==> config.mk <==
export PLATFORM = sky130hd
export DESIGN_NAME = bp_pht_ctrl
export DESIGN_NICKNAME = d
export VERILOG_FILES = /design/src/rtl/bp_pht_ctrl.sv
export SDC_FILE = /design/constraint.sdc
export NUM_CORES = 1
export LEC_CHECK = 0
export BUFFER_PORTS_ARGS = -buffer_cell sky130_fd_sc_hd__buf_2
export CORE_ASPECT_RATIO = 1.1
export CORE_MARGIN = 5
export CORE_UTILIZATION = 25
export CTS_BUF_LIST = sky130_fd_sc_hd__clkbuf_4
export DETAILED_ROUTE_END_ITERATION = 7
export SLEW_MARGIN = 40
export SYNTH_ARGS = -nofsm -noshare
export SYNTH_HDL_FRONTEND = slang
export SYNTH_SLANG_ARGS = --single-unit
==> constraint.sdc <==
create_clock -name clk_i -period 5.1 [get_ports clk_i]
set_clock_uncertainty 0.05 [all_clocks]
set_input_delay 1.02 -clock clk_i [delete_from_list [all_inputs] [get_ports clk_i]]
set_output_delay 1.02 -clock clk_i [all_outputs]
set_load 0.02 [all_outputs]
==> src/rtl/bp_pht_ctrl.sv <==
// bp_pht_ctrl: arbitrates a single-port pattern history table between
// fetch-stage lookups and execute-stage training. Training is a
// saturating 2-bit counter read-modify-write fed from a small FIFO so the
// execute stage never has to stall. After reset the whole table is swept
// to weakly-not-taken before any lookup is served.
module bp_pht_ctrl #(
    parameter int INDEX_BITS = 7,
    parameter int QDEPTH     = 2
) (
    input  logic                  clk_i,
    input  logic                  rst_n_i,

    input  logic                  lookup_valid_i,
    input  logic [INDEX_BITS-1:0] lookup_idx_i,
    output logic                  lookup_ready_o,
    output logic                  lookup_rvalid_o,
    output logic                  lookup_taken_o,

    input  logic                  train_valid_i,
    input  logic [INDEX_BITS-1:0] train_idx_i,
    input  logic                  train_taken_i,
    output logic                  train_ready_o,
    output logic                  train_drop_o,

    output logic                  init_busy_o,

    output logic                  mem_en_o,
    output logic                  mem_we_o,
    output logic [INDEX_BITS-1:0] mem_addr_o,
    output logic [1:0]            mem_wdata_o,
    input  logic [1:0]            mem_rdata_i
);

    localparam int PW = (QDEPTH > 1) ? $clog2(QDEPTH) : 1;
    localparam int CW = PW + 1;
    localparam logic [CW-1:0]         FULL_CNT = CW'(QDEPTH);
    localparam logic [INDEX_BITS-1:0] LAST_IDX = '1;
    localparam logic [1:0]            CNT_WNT  = 2'b01;

    typedef enum logic [1:0] {
        S_INIT,
        S_IDLE,
        S_TRAIN_RD,
        S_TRAIN_WR
    } state_e;

    state_e                  state_q, state_d;
    logic [INDEX_BITS-1:0]   init_cnt_q, init_cnt_d;

    // Training FIFO storage and bookkeeping
    logic [INDEX_BITS-1:0]   fifo_idx_q   [QDEPTH];
    logic                    fifo_taken_q [QDEPTH];
    logic [PW-1:0]           wr_ptr_q;
    logic [PW-1:0]           rd_ptr_q;
    logic [CW-1:0]           count_q;

    // Train currently owning the RAM port
    logic [INDEX_BITS-1:0]   cur_idx_q, cur_idx_d;
    logic                    cur_taken_q, cur_taken_d;
    logic [1:0]              cur_cnt_q, cur_cnt_d;

    logic                    rvalid_q, rvalid_d;

    logic                    push;
    logic                    pop;
    logic                    fifo_empty;
    logic                    fifo_full;
    logic [INDEX_BITS-1:0]   head_idx;
    logic                    head_taken;

    // Saturating counter step: taken counts up to 11, not-taken down to 00
    function automatic logic [1:0] satUpdate(input logic [1:0] cnt, input logic taken);
        logic [1:0] res;
        res = cnt;
        if (taken) begin
            if (cnt != 2'b11) res = cnt + 2'b01;
        end else begin
            if (cnt != 2'b00) res = cnt - 2'b01;
        end
        return res;
    endfunction

    assign fifo_empty    = (count_q == '0);
    assign fifo_full     = (count_q == FULL_CNT);
    assign head_idx      = fifo_idx_q[rd_ptr_q];
    assign head_taken    = fifo_taken_q[rd_ptr_q];

    // Readiness comes from the registered count only, so a pop in the same
    // cycle never opens a slot early.
    assign train_ready_o = (count_q < FULL_CNT);
    assign push          = train_valid_i & train_ready_o;
    assign train_drop_o  = train_valid_i & ~train_ready_o;

    assign init_busy_o     = (state_q == S_INIT);
    assign lookup_rvalid_o = rvalid_q;
    assign lookup_taken_o  = rvalid_q & mem_rdata_i[1];

    // Port scheduler: sweep, lookup service, and the three-cycle train RMW
    always_comb begin
        state_d        = state_q;
        init_cnt_d     = init_cnt_q;
        cur_idx_d      = cur_idx_q;
        cur_taken_d    = cur_taken_q;
        cur_cnt_d      = cur_cnt_q;
        rvalid_d       = 1'b0;
        pop            = 1'b0;
        lookup_ready_o = 1'b0;
        mem_en_o       = 1'b0;
        mem_we_o       = 1'b0;
        mem_addr_o     = '0;
        mem_wdata_o    = 2'b00;

        unique case (state_q)
            S_INIT: begin
                mem_en_o    = 1'b1;
                mem_we_o    = 1'b1;
                mem_addr_o  = init_cnt_q;
                mem_wdata_o = CNT_WNT;
                init_cnt_d  = init_cnt_q + 1'b1;
                if (init_cnt_q == LAST_IDX) begin
                    state_d = S_IDLE;
                end
            end

            S_IDLE: begin
                if (!fifo_empty && (fifo_full || !lookup_valid_i)) begin
                    pop         = 1'b1;
                    cur_idx_d   = head_idx;
                    cur_taken_d = head_taken;
                    mem_en_o    = 1'b1;
                    mem_addr_o  = head_idx;
                    state_d     = S_TRAIN_RD;
                end else begin
                    lookup_ready_o = 1'b1;
                    if (lookup_valid_i) begin
                        mem_en_o   = 1'b1;
                        mem_addr_o = lookup_idx_i;
                        rvalid_d   = 1'b1;
                    end
                end
            end

            S_TRAIN_RD: begin
                cur_cnt_d = mem_rdata_i;
                state_d   = S_TRAIN_WR;
            end

            S_TRAIN_WR: begin
                mem_en_o    = 1'b1;
                mem_we_o    = 1'b1;
                mem_addr_o  = cur_idx_q;
                mem_wdata_o = satUpdate(cur_cnt_q, cur_taken_q);
                state_d     = S_IDLE;
            end

            default: begin
                state_d = S_INIT;
            end
        endcase
    end

    // Scheduler state, sweep counter and in-flight train registers
    always_ff @(posedge clk_i or negedge rst_n_i) begin
        if (!rst_n_i) begin
            state_q     <= S_INIT;
            init_cnt_q  <= '0;
            cur_idx_q   <= '0;
            cur_taken_q <= 1'b0;
            cur_cnt_q   <= 2'b00;
            rvalid_q    <= 1'b0;
        end else begin
            state_q     <= state_d;
            init_cnt_q  <= init_cnt_d;
            cur_idx_q   <= cur_idx_d;
            cur_taken_q <= cur_taken_d;
            cur_cnt_q   <= cur_cnt_d;
            rvalid_q    <= rvalid_d;
        end
    end

    // Training FIFO: push and pop may land in the same cycle
    always_ff @(posedge clk_i or negedge rst_n_i) begin
        if (!rst_n_i) begin
            wr_ptr_q <= '0;
            rd_ptr_q <= '0;
            count_q  <= '0;
            for (int i = 0; i < QDEPTH; i++) begin
                fifo_idx_q[i]   <= '0;
                fifo_taken_q[i] <= 1'b0;
            end
        end else begin
            if (push) begin
                fifo_idx_q[wr_ptr_q]   <= train_idx_i;
                fifo_taken_q[wr_ptr_q] <= train_taken_i;
                wr_ptr_q               <= wr_ptr_q + 1'b1;
            end
            if (pop) begin
                rd_ptr_q <= rd_ptr_q + 1'b1;
            end
            if (push && !pop) begin
                count_q <= count_q + CW'(1);
            end else if (pop && !push) begin
                count_q <= count_q - CW'(1);
            end
        end
    end

endmodule

======== Yosys cells after proc, flatten, opt, wreduce, memory -nomap -nowiden ========
Index checks and enable logic that the tools add are counted.
word-level totals
  register bits after elaboration ......... 40
  bits of input ports ..................... 21
  output and inout bits ................... 17
operators by class
  $add $sub $neg .......................... 7
  $lt $le $gt $ge ......................... 4
  equality and inequality tests ........... 8
  mux-type cells .......................... 34
  bitwise gates (word level) .............. 6
  reductions and logical operators ........ 16
operators with widths
  operator             number
  $mux 7               6
  $pmux 7 s3           1
  $bwmux 14            1
  $mux 2               7
  $mux 1               13
  $pmux 2 s4           1
  $add 7x1->7 const B  1
  $demux 7 s1          1
  $eq 7x7->1 const B   1
  $eq 2x2->1 const B   3
  $add 2x1->2 const B  2
  $ge 2x2->1 const B   2
  $logic_and 1x1->1    4
  $logic_not 1->1      4
  $logic_not 2->1      2
  $ne 2x2->1 const B   2
  $not 1->2            2
  $pmux 2 s2           1
  $reduce_and 2->1     2
  $reduce_bool 2->1    2
  $sub 2x1->2 const B  2
  $and 1x1->1          3
  $add 1x1->1 const B  2
  $bwmux 2             1
  9 further kinds      9

======== Depth between registers and ports, before layout ========
Gate-level depths: netlist of the first run.
  depth in word-level cells ............... 8
  depth in mapped cells ................... 10

======== Worst setup path before layout of the first run ========
Ideal clock, no wire load.
  path kind ............................... input port to output port
  start point ............................. input lookup_valid_i
  end point ............................... output mem_addr_o[0]
  data arrival time ....................... 1.840 ns
  path slack .............................. 2.190 ns
  cell stages on the path ................. 4
  buffers on the path ..................... 0
  cells stage by stage .................... nand2_1 -> nor3b_4 -> nand2_1 -> a21oi_1
on the way
  word-level cells in the longest chain between the ends .. 5
  elaborated cells between the ends (all ways) .. 6
  classes of those cells .................. mux: 3; reduce/logical: 3
ends and longest elaborated chain
  element             RTL line  source
  start: declaration  13        input logic lookup_valid_i,
  $logic_not 1->1     126       if (!fifo_empty && (fifo_full || !lookup_valid_i)) begin
  $logic_or 1x1->1    126
  $logic_and 1x1->1   126
  $mux 7 *            126
  $pmux 7 s3 *        113       unique case (state_q)
  end: declaration    29        output logic [INDEX_BITS-1:0] mem_addr_o,
Every way passes the cells marked *; elsewhere a longest branch is shown, timed or not.

======== Worst setup path in the final report of the first run ========
  start point ............................. register state_q[1]
  end point ............................... output mem_addr_o[1]
on the way
  word-level cells in the longest chain between the ends .. 2
  elaborated cells between the ends (all ways) .. 4
  classes of those cells .................. eq/ne: 2; mux: 1; reduce/logical: 1
ends and longest elaborated chain
  element                                   RTL line  source
  start: declaration                        47        state_e state_q, state_d;
  start signal: assignment                  172       state_q <= state_d;
  $eq 2x2->1, or another cell as far along  113
  $pmux 7 s3 *                              113
Marked as above.

==> results.md, run 1 <==
* RSZ-0062 raised after global routing: no
* Input/output buffers at 37
* I/O pins at 38
* Worst Reg-to-Reg Cells at 9
* Setup Viol. Count Final at 0
* Worst skew pair latency at 350 ps
* RR Startpoint: state_q[1]
* FILL cells at 820
* Fraction of the cycle the final worst path needs at 62.8%
* Min-delay worst type: flop to flop
* CP endpoint kind: primary output
* CP cell instances: inv_1 -> ha_1 -> inv_1 -> nor3b_4 -> nand2_1 -> a21oi_1 -> buf_2
* Worst Hold Endpoint: cur_idx_q[1]
* Synth top area cells: dfrtp_1 51%, mux2_2 14%, ha_1 5.1%
* WHS Path Cells at 2
* Gr ovfl total at 0
* CTS sink count at 40
* Initial Utilization at 25.2%
* CTS H-tree depth at 2
* Clock Path Buffers at 2
* Crit-path leading delay family: simple AND/OR/NAND/NOR gates
* Die width at 94.5 um
* DRC at 0
* Status: finished, final reports clean
* Global-route wire length before repair at 7110 um
* Reg power frac at 39.1%
* NumNets Final at 235
* Post-CTS setup buffer count at 0
* Mapped cell area at 0.00197 sq mm
* Top cell by count, worst path: inv_1
* Number of synthesized flops with an enable pin at 0
* Peak Freq at 0.312 GHz
* CTS root buffer: clkbuf_4
* Final WL at 4420 um
* Max-cap viol count at 0
* Yosys warns at 0
* Worst-path clk slew at 120 ps
* Most common cell after layout, fill and taps aside: dfrtp_1
* Sw frac at 43.1%
* Hpwl dp at 3290 um
* Register area at 0.00100 sq mm
* Largest net degree at the start of global routing at 41
* CTS resizes at 0
* Post-DRT Antenna Nets at 0
* Hold Vio Cnt, Final at 0
* R2R Setup Slk at 2880 ps
* Mapped Nets at 199
* Psw at 0.651 mW
* Comb power frac at 50.7%
* Internal Power at 0.860 mW
* Synth unique cells at 31
* Layout area overhead at 16.9%
* Die area at 0.00974 sq mm
* RePlAce Congestion at 0.748
* Register bit total from synthesis at 40
* Sum of buffers and inverters on the critical path at 3
* Arr. time, crit path at 2130 ps
* Crit path max fanout at 8
* Syn avg cell area at 11.6 sq um
* Area occupied by multi-input gates at 891 sq um
* Fin worst setup slack at 1900 ps
* Count of pins over their slew limit at 0
* Share of layout cells above drive strength 1 at 35.7%
* Setup_tns at 0 ps
* Vias in the first global route at 1372
* Max IR drop VDD at 145 uV
* Seq/Total Area, Yosys at 50.9%
* Reg-to-Reg End: count_q[1]
* Worst EP required at 4030 ps
* Post-Place Setup Slack at 1890 ps
* Wire per inst at 14.0 um
* Commonest non-fill, non-tap cells in the layout: 40 x dfrtp_1, 36 x buf_2, 26 x nand2_1, 25 x mux2_2, 10 x a21oi_1
* Worst Setup Start Kind: flop
* Post-synth top area share at 50.9%
* Normalized max-slew margin at 47.3%
* Post-DR vias/cell at 4.26
* Most common flop cell mapped by yosys: dfrtp_1
* CP max stage delay at 430 ps
* Critical path class: flop to primary output
* Critical path's slowest cell: dfrtp_1
* CTS Hold Bufs at 0
* CTS tree: yes
* Number of buffers created by CTS at 5
* Row cnt at 34
* Initial antenna violation count at 1
* Worst-margin pin slew at 789 ps
* Area leader, netlist: dfrtp_1
* Mapped Cells at 170
* Initial DRC count at 63
* Pwr per Cell Area at 658 mW/mm^2
* Fraction of registers with async set/reset at 100%
* Vias at 1349
* Core Region at 0.00778 sq mm
* Leakage at 1.08 nW
* Clock share of power at 10.2%
* Die Ht at 103 um
* Drt pass-1 iters at 4
* Post-layout min period at 3200 ps
* GRT Total Usage at 9.71%
* Beginning of the worst hold path: cur_idx_q[1]
-- layout make-up --
class                      count  share of cell area, %
sequential                    40                   43.6
multi-input combinational    115                   38.8
timing repair buffer          37                   8.17
tap                          108                   5.88
clock buffer                   5                   1.63
inverter                       7                   1.14
clock inverter                 3                  0.599
antenna                        2                  0.218
-- through the flow --
step	cells	total power, mW	cell area (sq um)	hold slack (ps)	utilization (%)
floorplan	170	1.16	1970	396	-
global route	316	1.63	2290	466	29.5
global placement	307	1.37	2240	411	28.8
finish	317	1.51	2300	441	29.5
detailed placement	307	1.38	2240	413	28.8
CTS	315	1.53	2290	441	29.4
-- layer usage --
| metal | global-route usage [%] | vias to the layer above | share of wire, % |
|---|---|---|---|
| met1 | 12.2 | 640 | 45 |
| met4 | 4.66 | 0 | 1.7 |
| li1 | - | 662 | - |
| met5 | 0 | - | 0 |
| met2 | 14.6 | 41 | 45 |
| met3 | 3.87 | 6 | 8.2 |
-- power groups by stage --
stage          Sequential [mW]  Combinational (mW)  Clock, mW
2_1_floorplan            0.550               0.611          0
3_3_place_gp             0.592               0.773          0
3_5_place_dp             0.598               0.778          0
4_1_cts                  0.591               0.782      0.161
5_1_grt                  0.612               0.846      0.177
6_report                 0.592               0.765      0.154
-- sequential cells by signal (all words and copies together), names as in the netlist --
register	flops
cur_cnt_q	2
fifo_idx_q	14
count_q	2
init_cnt_q	7
cur_idx_q	7
fifo_taken_q	2
cur_taken_q	1
wr_ptr_q	1
state_q	2
lookup_rvalid_o	1
rd_ptr_q	1
-- cells in the mapped netlist (2+ instances only) --
cell / n
maj3_1: 2
buf_2: 2
inv_2: 2
buf_4: 2
nor2b_1: 2
dfrtp_1: 40
ha_1: 8
nand4_1: 2
mux2i_1: 3
inv_1: 5
a222oi_1: 7
nand3_1: 2
mux2_2: 25
o21ai_0: 3
a21oi_1: 10
nand2_1: 26
xor2_1: 3
nor2_1: 4
xnor2_1: 8
and3_1: 2
buf_1: 2
-- kinds of logic (layout without fill, tap and decap cells) --
logic type,after synthesis,in the layout,share of synthesized area (%)
AOI/OAI and AO/OA,23,23,8.02
xor gates and xnor gates,11,11,4.90
adders and majority gates,10,10,6.11
buffers and inverters,15,52,3.76
DFF,40,40,50.9
muxes,28,28,15.8
other,0,2,0
and+or+nand+nor,43,43,10.4
-- worst register-to-register path, delay by kind of cell (launching register included) --
kind | cells | cell delay (ps)
adder cells (fa/ha/maj) | 2 | 460
AND/OR/NAND/NOR | 2 | 520
buffers and inverters | 3 | 440
XOR/XNOR | 2 | 260
flip-flops | 1 | 430
-- worst max-delay path by stage --
| stage | endpoint | start | slack, ps | cells past startpoint |
|---|---|---|---|---|
| after floorplan | mem_addr_o[0] | lookup_valid_i | 2190 | 4 |
| after global placement | mem_addr_o[1] | lookup_valid_i | 1910 | 6 |
| after detailed placement | mem_addr_o[1] | lookup_valid_i | 1890 | 6 |
| after CTS | mem_addr_o[1] | state_q[1] | 1830 | 7 |
| after global routing | mem_addr_o[1] | state_q[1] | 1680 | 7 |
| final | mem_addr_o[1] | state_q[1] | 1900 | 7 |
Power figures use the tool's default switching activity.
==> run 2: changes to the inputs <==
clock period = 3.35 ns   (was 5.1 ns; I/O delays follow)
==> run 2 against run 1 <==
- global-route usage up 0.23 points
- via count up 3.9%
- sequential share of layout area down 0.49 points
- clock power up 110%
- combinational power up 53%
- die area unchanged
- power up 58%
- worst setup slack worse by 1400 ps
- final cell count down 0.32%
- wire length down 1.2%
- design area up 1.1%
==> results.md, run 2 (synthesis results as in run 1) <==
* Hpwl dp at 3290 um (-0.11%)
* CTS sink count at 40 (unchanged)
* Crit-path leading delay family: simple AND/OR/NAND/NOR gates
* Normalized max-slew margin at 47.8% (+0.49 points)
* Min-delay worst type: input pin to async pin
* Fraction of the cycle the final worst path needs at 85.6%
* CTS resizes at 0 (unchanged)
* Post-layout min period at 2870 ps
* Pwr per Cell Area at 1030 mW/mm^2 (+56%)
* RR Startpoint: state_q[1]
* Peak Freq at 0.349 GHz
* Initial Utilization at 25.2% (unchanged)
* R2R Setup Slk at 1140 ps (-1740 ps)
* Leakage at 1.09 nW (+0.82%)
* Largest net degree at the start of global routing at 41 (unchanged)
* Sum of buffers and inverters on the critical path at 3 (unchanged)
* Critical Path Start: state_q[1]
* Max IR drop VDD at 240 uV (+65%)
* Reg-to-Reg End: count_q[1]
* CP cell instances: inv_1 -> ha_1 -> inv_1 -> nor3b_4 -> nand2_1 -> a21oi_1 -> buf_2
* CP endpoint kind: primary output
* Post-Place Setup Slack at 846 ps (-1040 ps)
* Share of layout cells above drive strength 1 at 36.2% (+0.48 points)
* DRC at 0 (unchanged)
* Max-cap viol count at 0 (unchanged)
* Final WL at 4370 um (-1.2%)
* Count of pins over their slew limit at 0 (unchanged)
* Global-route wire length before repair at 7320 um (+2.9%)
* Hold Vio Cnt, Final at 0 (unchanged)
* Worst skew pair latency at 360 ps (about the same)
* Wire per inst at 13.8 um (-0.84%)
* Number of flip-flops in the largest register at 14 (unchanged)
* Die area at 0.00974 sq mm (unchanged)
* Critical path class: flop to primary output
* Die width at 94.5 um (unchanged)
* Setup_tns at 0 ps (unchanged)
* Worst-margin pin slew at 782 ps (-7.33 ps)
* FILL cells at 832 (+1.5%)
* Top flop regs: fifo_idx_q (14), cur_idx_q (7), init_cnt_q (7)
* Initial DRC count at 50 (-21%)
* Die Ht at 103 um (unchanged)
* Gr ovfl total at 0 (unchanged)
* Worst-path clk slew at 120 ps (about the same)
* Fin worst setup slack at 482 ps (-1420 ps)
* Clock Path Buffers at 2 (unchanged)
* Worst Reg-to-Reg Cells at 9 (unchanged)
* CP max stage delay at 430 ps (about the same)
* CTS H-tree depth at 2 (unchanged)
* Worst EP required at 2630 ps (-1400 ps)
* Vias at 1401 (+3.9%)
* Post-DRT Antenna Nets at 0 (unchanged)
* Status: finished, final reports clean
* NumNets Final at 235 (unchanged)
* RSZ-0062 raised after global routing: no
* Number of buffers created by CTS at 5 (unchanged)
* Critical path's slowest cell: dfrtp_1
* Top cell by count, worst path: inv_1
* Post-DR vias/cell at 4.43 (+4.2%)
* Vias in the first global route at 1458 (+6.3%)
* Post-CTS setup buffer count at 0 (unchanged)
* Top reg by flops: fifo_idx_q
* CTS tree: yes
* Input/output buffers at 37 (unchanged)
* Most common cell after layout, fill and taps aside: dfrtp_1
* Design Power at 2.39 mW (+58%)
* CTS Hold Bufs at 0 (unchanged)
* CTS root buffer: clkbuf_4
* Crit path max fanout at 8 (unchanged)
* RePlAce Congestion at 0.782 (+4.5%)
* Layout area overhead at 18.2%
* Core Region at 0.00778 sq mm (unchanged)
* Drt pass-1 iters at 5 (+1)
* Commonest non-fill, non-tap cells in the layout: 40 x dfrtp_1, 36 x buf_2, 26 x nand2_1, 25 x mux2_2, 10 x a21oi_1
* Initial antenna violation count at 3 (+2)
* Arr. time, crit path at 2150 ps (+20 ps)
* GRT Total Usage at 9.94% (+0.23 points)
* Row cnt at 34 (unchanged)
* Setup Viol. Count Final at 0 (unchanged)
* I/O pins at 38 (unchanged)
* Worst Setup Start Kind: flop
## run 2: worst reg2reg max path: stages, from the launching register on
cell	delay [ps]
dfrtp_1	430
inv_1	130
ha_1	210
inv_1	100
nor3b_4	390
inv_2	210
ha_1	240
xor2_1	140
nor2_1	120
xnor2_1	120
## run 2: layout make-up
cell class | instances | area [sq um] | area share [%]
diodes | 1 | 2.50 | 0.108
clock buffers | 5 | 37.5 | 1.62
clock inverters | 3 | 42.5 | 1.83
inverters | 7 | 26.3 | 1.13
multi-input cells | 115 | 891 | 38.3
flip-flops and latches | 40 | 1000 | 43.1
well taps | 108 | 135 | 5.82
repair buffers | 37 | 188 | 8.08
## run 2: layer usage
layer	track usage, %	vias up	wire (um)
met1	12.0	681	1890
met2	15.7	43	2040
met5	0	-	27
li1	-	665	-
met4	4.33	4	70
met3	4.09	8	353
## run 2: how the worst max path moves through the flow
stage | cells after the start | endpoint | slack [ps]
after CTS | 7 | mem_addr_o[1] | 450
after global routing | 7 | mem_addr_o[1] | 290
after detailed placement | 6 | mem_addr_o[1] | 850
after floorplan | 5 | mem_addr_o[6] | 940
final | 7 | mem_addr_o[1] | 480
after global placement | 6 | mem_addr_o[1] | 830
## run 2: stage by stage
stage	cells	hold slack (ps)	cell area, sq um	util (%)
floorplan	170	324	1970	-
global placement	307	408	2240	28.8
detailed placement	307	412	2240	28.8
CTS	315	235	2320	29.8
global route	316	230	2320	29.8
finish	316	215	2320	29.8
## run 2: report_power, final
group,internal (mW),switching (mW)
sequential,0.713,0.184
clock,0.156,0.169
combinational,0.519,0.647
==> run 3: changes to the inputs <==
clock period = 3.7 ns   (was 3.35 ns; I/O delays follow)
==> run 3 against run 2 <==
- global-route usage up 0.077 points
- die area is the same
- non-clock buffer count is the same
- wire length increased by 1.7%
- sequential share of layout area hardly changed
- power is 9.2% lower
- utilization about the same
- highest routed layer unchanged
==> results.md, run 3 (synthesis results as in run 1) <==
* Die area at 0.00974 sq mm (unchanged)
* CTS Hold Bufs at 0 (unchanged)
* Post-layout min period at 2960 ps
* NumNets Final at 235 (unchanged)
* CTS sink count at 40 (unchanged)
* Share of layout cells above drive strength 1 at 36.2% (unchanged)
* Pwr per Cell Area at 932 mW/mm^2 (-9.3%)
* Worst Reg-to-Reg Cells at 9 (unchanged)
* CTS H-tree depth at 2 (unchanged)
* Hold Vio Cnt, Final at 0 (unchanged)
* Design Power at 2.17 mW (-9.2%)
* Vias in the first global route at 1460 (+0.14%)
* Number of buffers created by CTS at 5 (unchanged)
* Worst Setup Start Kind: flop
* Count of pins over their slew limit at 0 (unchanged)
* Final WL at 4450 um (+1.7%)
* Die width at 94.5 um (unchanged)
* RR Startpoint: state_q[1]
* Die Ht at 103 um (unchanged)
* Top flop regs: fifo_idx_q (14), cur_idx_q (7), init_cnt_q (7)
* Drt pass-1 iters at 5 (unchanged)
* CTS tree: yes
* Status: finished, final reports clean
* Initial DRC count at 85 (+70%)
* Metal3 WL at 321 um (-9.1%)
* Core Region at 0.00778 sq mm (unchanged)
* Number of flip-flops in the largest register at 14 (unchanged)
* Met1 WL at 1960 um (+3.7%)
* Max IR drop VDD at 188 uV (-22%)
* Post-CTS setup buffer count at 0 (unchanged)
* Initial Utilization at 25.2% (unchanged)
* Fraction of the cycle the final worst path needs at 80.0%
* CTS resizes at 0 (unchanged)
* Wire per inst at 14.0 um (+1.4%)
* Row cnt at 34 (unchanged)
* Post-DRT Antenna Nets at 0 (unchanged)
* Crit path max fanout at 8 (unchanged)
* Initial antenna violation count at 2 (-1)
* Max-cap viol count at 0 (unchanged)
* R2R Setup Slk at 1440 ps (+300 ps)
* I/O pins at 38 (unchanged)
* Reg-to-Reg End: count_q[1]
* Worst-margin pin slew at 773 ps (-8.52 ps)
* Commonest non-fill, non-tap cells in the layout: 40 x dfrtp_1, 36 x buf_2, 26 x nand2_1, 25 x mux2_2, 10 x a21oi_1
* Worst skew pair latency at 350 ps (about the same)
* Peak Freq at 0.338 GHz
* CTS root buffer: clkbuf_4
* GRT Total Usage at 10.0% (+0.077 points)
* Layout area overhead at 18.3%
* Highest routed layer: met5
* Min-delay worst type: input pin to async pin
* Post-DR vias/cell at 4.39 (-1.0%)
* Leakage at 1.09 nW (about the same)
* Input/output buffers at 37 (unchanged)
* Normalized max-slew margin at 48.4% (+0.57 points)
* Setup_tns at 0 ps (unchanged)
* Clock Path Buffers at 2 (unchanged)
* CP endpoint kind: primary output
* Global-route wire length before repair at 7360 um (+0.48%)
* Worst EP required at 2910 ps (+280 ps)
* Top reg by flops: fifo_idx_q
* Critical path class: flop to primary output
* Largest net degree at the start of global routing at 41 (unchanged)
* Vias at 1391 (-0.71%)
* DRC at 0 (unchanged)
* Setup Viol. Count Final at 0 (unchanged)
* Most common cell after layout, fill and taps aside: dfrtp_1
* RSZ-0062 raised after global routing: no
* Worst-path clk slew at 120 ps (about the same)
* Hpwl dp at 3330 um (+1.3%)
* Gr ovfl total at 0 (unchanged)
* Arr. time, crit path at 2170 ps (+20 ps)
* DR WL met2 at 2090 um (+2.6%)
* RePlAce Congestion at 0.746 (-4.5%)
==> run 3: metrics by stage <==
stage / setup slack, ps / hold WS (ps) / area (sq um) / utilization (%) / std cells
finish: 740 / 289 / 2330 / 29.9 / 317
global route: 622 / 323 / 2320 / 29.8 / 316
CTS: 709 / 307 / 2320 / 29.8 / 315
detailed placement: 1060 / 416 / 2240 / 28.8 / 307
global placement: 1060 / 408 / 2240 / 28.8 / 307
floorplan: 1220 / 394 / 1970 / - / 170
==> run 3: where the power goes <==
| group | switching [mW] | internal, mW | total (mW) |
|---|---|---|---|
| clock | 0.148 | 0.141 | 0.289 |
| combinational | 0.595 | 0.471 | 1.07 |
| sequential | 0.169 | 0.645 | 0.814 |
==> run 3: area by class of cell <==
| class | count | area [sq um] |
|---|---|---|
| diodes | 2 | 5.00 |
| clock buffers | 5 | 37.5 |
| clock inverters | 3 | 42.5 |
| fillers | 808 | 5460 |
| inverters | 7 | 26.3 |
| multi-input cells | 115 | 891 |
| flip-flops and latches | 40 | 1000 |
| well taps | 108 | 135 |
| repair buffers | 37 | 188 |
==> run 3: worst max path at each step <==
| stage | startpoint | end | slack, ps | cells after the start |
|---|---|---|---|---|
| final | state_q[1] | mem_addr_o[1] | 740 | 7 |
| after global routing | state_q[1] | mem_addr_o[4] | 620 | 7 |
| after CTS | state_q[1] | mem_addr_o[1] | 710 | 7 |
| after detailed placement | lookup_valid_i | mem_addr_o[1] | 1060 | 6 |
| after global placement | lookup_valid_i | mem_addr_o[1] | 1060 | 6 |
| after floorplan | state_q[0] | mem_addr_o[6] | 1220 | 5 |
==> run 3: critical path, cell delays in order (launching register included) <==
cell,delay (ps)
dfrtp_1,440
inv_1,140
ha_1,210
inv_1,100
nor3b_4,410
nand2_1,120
a21oi_1,210
buf_2,200
==> run 3: layer usage <==
metal / global-route usage, % / up-vias
met4: 4.33 / 2
met2: 16.2 / 36
met5: 0 / -
met3: 3.80 / 6
met1: 11.9 / 679
li1: - / 668
